### config.mk
export PLATFORM = sky130hd
export DESIGN_NAME = multiport_register_file
export DESIGN_NICKNAME = d
export VERILOG_FILES = /design/src/rtl/mips_pkg.sv /design/src/rtl/rf_read_mux.sv /design/src/rtl/multiport_register_file.sv
export SDC_FILE = /design/constraint.sdc
export NUM_CORES = 2
export LEC_CHECK = 0
export BUFFER_PORTS_ARGS = -buffer_cell sky130_fd_sc_hd__buf_2
export CAP_MARGIN = 20
export CORE_MARGIN = 3
export CORE_UTILIZATION = 30
export CTS_CLUSTER_SIZE = 12
export DETAILED_ROUTE_END_ITERATION = 10
export MAX_ROUTING_LAYER = met4
export PLACE_DENSITY_LB_ADDON = 0.15
export SYNTH_ARGS = -nofsm -noshare
export SYNTH_HDL_FRONTEND = slang
export SYNTH_SLANG_ARGS = --single-unit
### constraint.sdc
create_clock -name clk -period 3.6 [get_ports clk]
set_input_delay 0.36 -clock clk [delete_from_list [all_inputs] [get_ports clk]]
set_output_delay 0.36 -clock clk [all_outputs]
set_load 0.01 [all_outputs]
### src/rtl/mips_pkg.sv
// Shared constants for the MIPS core: default datapath widths and architectural register indices.
package mips_pkg;

    localparam int RF_DATA_W = 32;
    localparam int RF_ADDR_W = 5;
    localparam int REG_ZERO  = 0;
    localparam int REG_SP    = 29;
    localparam logic [31:0] SP_RESET = 32'h0000_0200;

endpackage

### src/rtl/rf_read_mux.sv
// One register-file read port: write-before-read bypass with youngest-writer priority,
// hardwired zero register, and busy masking when the operand is being forwarded.
module rf_read_mux
    import mips_pkg::*;
#(
    parameter int DATA_W = RF_DATA_W,
    parameter int ADDR_W = RF_ADDR_W,
    parameter int NUM_WR = 2
) (
    input  logic [ADDR_W-1:0]        rd_addr,
    input  logic [DATA_W-1:0]        reg_data,
    input  logic                     reg_busy,
    input  logic [NUM_WR-1:0]        wr_en,
    input  logic [NUM_WR*ADDR_W-1:0] wr_addr,
    input  logic [NUM_WR*DATA_W-1:0] wr_data,
    output logic [DATA_W-1:0]        rd_data,
    output logic                     rd_busy
);

    logic hit;

    // NOTE: every output of this block gets a default first so no path can infer a latch.
    always_comb begin
        rd_data = reg_data;
        hit     = 1'b0;
        // Ascending scan: a later (younger) matching port overrides an earlier one.
        for (int p = 0; p < NUM_WR; p++) begin
            if (wr_en[p] && (wr_addr[p*ADDR_W +: ADDR_W] == rd_addr)) begin
                hit     = 1'b1;
                rd_data = wr_data[p*DATA_W +: DATA_W];
            end
        end
        rd_busy = reg_busy && !hit;
        if (rd_addr == ADDR_W'(REG_ZERO)) begin
            rd_data = '0;
            rd_busy = 1'b0;
        end
    end

endmodule

### src/rtl/multiport_register_file.sv
// General-purpose register file for the ID stage: NUM_RD bypassed read ports, NUM_WR write ports
// and a one-bit-per-register busy scoreboard (set at issue, cleared at writeback).
module multiport_register_file
    import mips_pkg::*;
#(
    parameter int                 DATA_W  = RF_DATA_W,
    parameter int                 ADDR_W  = RF_ADDR_W,
    parameter int                 NUM_RD  = 2,
    parameter int                 NUM_WR  = 2,
    parameter int                 SP_IDX  = REG_SP,
    parameter logic [DATA_W-1:0]  SP_INIT = DATA_W'(SP_RESET)
) (
    input  logic                     clk,
    input  logic                     reset_n,
    input  logic [NUM_RD*ADDR_W-1:0] rd_addr,
    output logic [NUM_RD*DATA_W-1:0] rd_data,
    output logic [NUM_RD-1:0]        rd_busy,
    input  logic [NUM_WR-1:0]        wr_en,
    input  logic [NUM_WR*ADDR_W-1:0] wr_addr,
    input  logic [NUM_WR*DATA_W-1:0] wr_data,
    input  logic                     iss_valid,
    input  logic [ADDR_W-1:0]        iss_addr,
    output logic [2**ADDR_W-1:0]     busy_vec
);

    localparam int DEPTH = 2**ADDR_W;

    logic [DATA_W-1:0] regs [DEPTH];
    logic [DEPTH-1:0]  busy_q;
    logic [DEPTH-1:0]  busy_nxt;

    // NOTE: the storage array is reset explicitly; an async reset keeps it in flops, not a RAM.
    always_ff @(posedge clk or negedge reset_n) begin
        if (!reset_n) begin
            for (int i = 0; i < DEPTH; i++) begin
                regs[i] <= (i == SP_IDX) ? SP_INIT : '0;
            end
        end else begin
            // NOTE: non-blocking writes in port order, so the highest-index port lands last and wins.
            for (int p = 0; p < NUM_WR; p++) begin
                if (wr_en[p] && (wr_addr[p*ADDR_W +: ADDR_W] != ADDR_W'(REG_ZERO))) begin
                    regs[wr_addr[p*ADDR_W +: ADDR_W]] <= wr_data[p*DATA_W +: DATA_W];
                end
            end
        end
    end

    // Writeback clears first, then issue sets: a younger producer keeps the register busy.
    always_comb begin
        busy_nxt = busy_q;
        for (int p = 0; p < NUM_WR; p++) begin
            if (wr_en[p]) begin
                busy_nxt[wr_addr[p*ADDR_W +: ADDR_W]] = 1'b0;
            end
        end
        if (iss_valid) begin
            busy_nxt[iss_addr] = 1'b1;
        end
        busy_nxt[REG_ZERO] = 1'b0;
    end

    always_ff @(posedge clk or negedge reset_n) begin
        if (!reset_n) begin
            busy_q <= '0;
        end else begin
            busy_q <= busy_nxt;
        end
    end

    assign busy_vec = busy_q;

    for (genvar k = 0; k < NUM_RD; k++) begin : g_rd
        logic [ADDR_W-1:0] addr_k;
        assign addr_k = rd_addr[k*ADDR_W +: ADDR_W];

        rf_read_mux #(
            .DATA_W (DATA_W),
            .ADDR_W (ADDR_W),
            .NUM_WR (NUM_WR)
        ) u_rd_mux (
            .rd_addr  (addr_k),
            .reg_data (regs[addr_k]),
            .reg_busy (busy_q[addr_k]),
            .wr_en    (wr_en),
            .wr_addr  (wr_addr),
            .wr_data  (wr_data),
            .rd_data  (rd_data[k*DATA_W +: DATA_W]),
            .rd_busy  (rd_busy[k])
        );
    end

endmodule

==> impl_results.md <==
- Most common cell on crit path: mux4_2
- Grt ovf: 0
- Critical path's top delay family: multiplexers
- Synth Warn #: 0
- PortBufs: 190
- Ports: 192
- Routability cong.: 0.953
- Post-CTS setup buffers: 0
- Wire length per cell: 39.9 um
- Fin util: approximately a third
- Gr usage total: 32.7%
- Synth Instances: 6274
- RSZ-0062 raised after global routing: no
- Total number of vias: about 59000
- Final Hold Violating Endpoints: 0
- Slowest CP cell: mux4_2
- Largest net degree at the start of global routing: between 80 and 90
- Power Dens Cells: 563 nW/um2
- H-tree depth: 4
- Tmin final: 3620 ps
- Status: finished with violations
- Most frequent cells in the layout: dfrtp_1 (1054), mux2i_1 (932), a21oi_1 (645)
- Clock Sinks: 1055
- CTS buffer count: 134
- Share of layout cells above drive strength 1: 22.8%
- Top FF cell, synth: dfrtp_1
- Worst Path Buf+Inv: 2
- Core Box Area: 218000 um2
- Root Buffer: clkbuf_16
- Post-route setup slack: -20.4 ps
- Failing checks: negative setup slack
- Clock transition at path regs: 60 ps
- EDFF count, synth: 0
- First-pass GRT wire length: 496 mm
- Seq/Total Area, Yosys: between 40% and 50%
- Vias per std cell: ~6.4
- Max-cap violations: 0
- Mapped Area: 65900 um2
- Synth cell types: 63
- Final Setup Violations: 1
- Peak Freq: 276 MHz
- Routed Wire Length: 366 mm
- Slowest stage delay, CP: 610 ps
- Pleak: 35.6 nW
- Clock Path Buffers: 3
- Worst-Margin Slew: 1220 ps
- Period utilization: 101%
- Initial DRT Pass Iterations: 6
- Critical Path Fanout Max: 4
- Antenna Violating Nets Remaining: 0
- HPWL after DPL: between 200 and 250 mm
- Nets: 6292
- Synth Area per Inst: 10.5 um2
- Initial Util: 30.2%
- Number of global-route vias before repair: 56200
- Skew final: 0 ps
- Critical Path Sink Type: primary output
- Tot Pwr: 43.2 mW
- Max-slew violation count: 0
- Die Y: approximately 470 um
- HP Class: in -> reg
- CTS tree: yes
- Post-synth ARST share: between 90% and 100%
- Post-Syn Nets: 6368
- Worst-Skew Late Latency: slightly above 800 ps
- DRC Markers: 0
- Crit path cell chain: mux4_2 -> mux4_2 -> mux2i_2 -> nor3_1 -> buf_4 -> buf_2
- Maximum vdd drop: 0.000560 V
- Arrival @ worst endpoint: 3260 ps
- Startpoint Class: flop
- FP Rows: 171
- Chip width: 475 um
- Die ar.: 225000 um2
- Max-Slew Margin vs Limit: 18.8%
- P&R area growth vs syn: 16.5%
- Initial DRC Count: 8957
- Setup CP Type: reg -> out
- Worst Path Required: 3240 ps
- Most common cell after layout, fill and taps aside: dfrtp_1
- Initial antenna violation count: 43
- Yosys reg bits: 1055
-- final timing paths --
| kind | start | slack [ps] | cells after the start | to |
|---|---|---|---|---|
| max in group asynchronous | reset_n | 2240 | 4 | regs[323]$_DFF_PN0_ |
| min | wr_data[33] | 50 | 4 | regs[737]$_DFF_PN0_ |
| min in group asynchronous | reset_n | 200 | 2 | regs[238]$_DFF_PN0_ |
| max reg2reg | regs[894]$_DFF_PN0_ | 2630 | 3 | regs[894]$_DFF_PN0_ |
| max | busy_vec[14]$_DFF_PN0_ | -20 | 6 | rd_busy[1] |
| min reg2reg | regs[1021]$_DFF_PN0_ | 390 | 0 | regs[1021]$_DFF_PN0_ |
-- tightest hold or removal path, cell delays in order --
cell	delay, ps
buf_2	110
buf_4	210
nand2_1	80
o21ai_0	70
-- flip-flops by register name, indices dropped and copies added, names as in the netlist --
register and cells:
regs 1024, busy_vec 31
-- through the flow --
stage,hold slack [ps],std cells,area [um2],TNS (ps),setup WS (ps)
floorplan,64.4,6274,65900,0,1040
global placement,376,8900,72100,-261,-137
detailed placement,382,8904,72100,0,125
CTS,8.41,9148,76600,0,9.92
global route,58.8,9171,76700,0,14.9
finish,54.9,9178,76700,-20.4,-20.4
-- layer usage --
metal  vias up  wire (um)  GRT usage (%)
li1      23500          -              -
met1     30600     148000           42.4
met3       945      38500           8.46
met5         -          0              -
met4         0      22400           17.5
met2      3923     157000           46.8
-- cells in the mapped netlist, drive strengths merged, types with 5 or more instances --
cell	n	share of area, %
dfrtp	1054	40
mux2i	933	14
a21oi	646	4.9
clkbuf	578	3.3
nor2	575	3.3
nand2	416	2.4
mux4	408	14
o21ai	350	2.7
buf	275	2.2
a221oi	219	3.2
a22oi	146	1.7
o221ai	90	1.2
mux2	66	1.1
a22o	60	0.80
nor3	44	0.36
inv	43	0.24
a31oi	34	0.32
a221o	32	0.49
nor4	32	0.30
o22ai	32	0.30
o32ai	32	0.43
a32o	31	0.47
a211o	30	0.40
a211oi	30	0.34
and2	21	0.20
xnor2	18	0.24
a32oi	8	0.11
nand3b	8	0.091
nand4	8	0.076
or3b	7	0.093
and3b	6	0.080
nor2b	5	0.047
-- power breakdown --
part | internal (mW) | total, mW | switching, mW
clock | 8.05 | 13.9 | 5.87
sequential | 14.9 | 17.7 | 2.75
combinational | 5.77 | 11.6 | 5.80
-- cells by family (layout without fill, tap and decap cells) --
| kind of cell | count (synthesis) | in the layout | synth area share [%] |
|---|---|---|---|
| AOI/OAI and AO/OA | 1746 | 1746 | 17.4 |
| xor gates and xnor gates | 20 | 20 | 0.266 |
| buffers and inverters | 900 | 920 | 5.75 |
| DFF | 1055 | 1055 | 40.1 |
| muxes | 1407 | 1407 | 29.3 |
| other | 1 | 31 | 0.00569 |
| and+or+nand+nor | 1145 | 1145 | 7.21 |
-- repair_timing --
item / 4_1_cts / 5_1_grt
hold buffers: 12 / 0
hold endpoints to repair: 105 / 0
endpoints found under the setup margin: 4 / 2
gates resized for setup: 4 / 2
-- layout make-up --
cell class	count	area (um2)
antenna	30	75.1
clock buffer	200	4020
clock inverter	32	342
fill	21600	141000
inverter	47	178
multi-input combinational	4319	36300
sequential	1055	26400
tap	2854	3570
timing repair buffer	641	5810
Power figures use the tool's default switching activity.
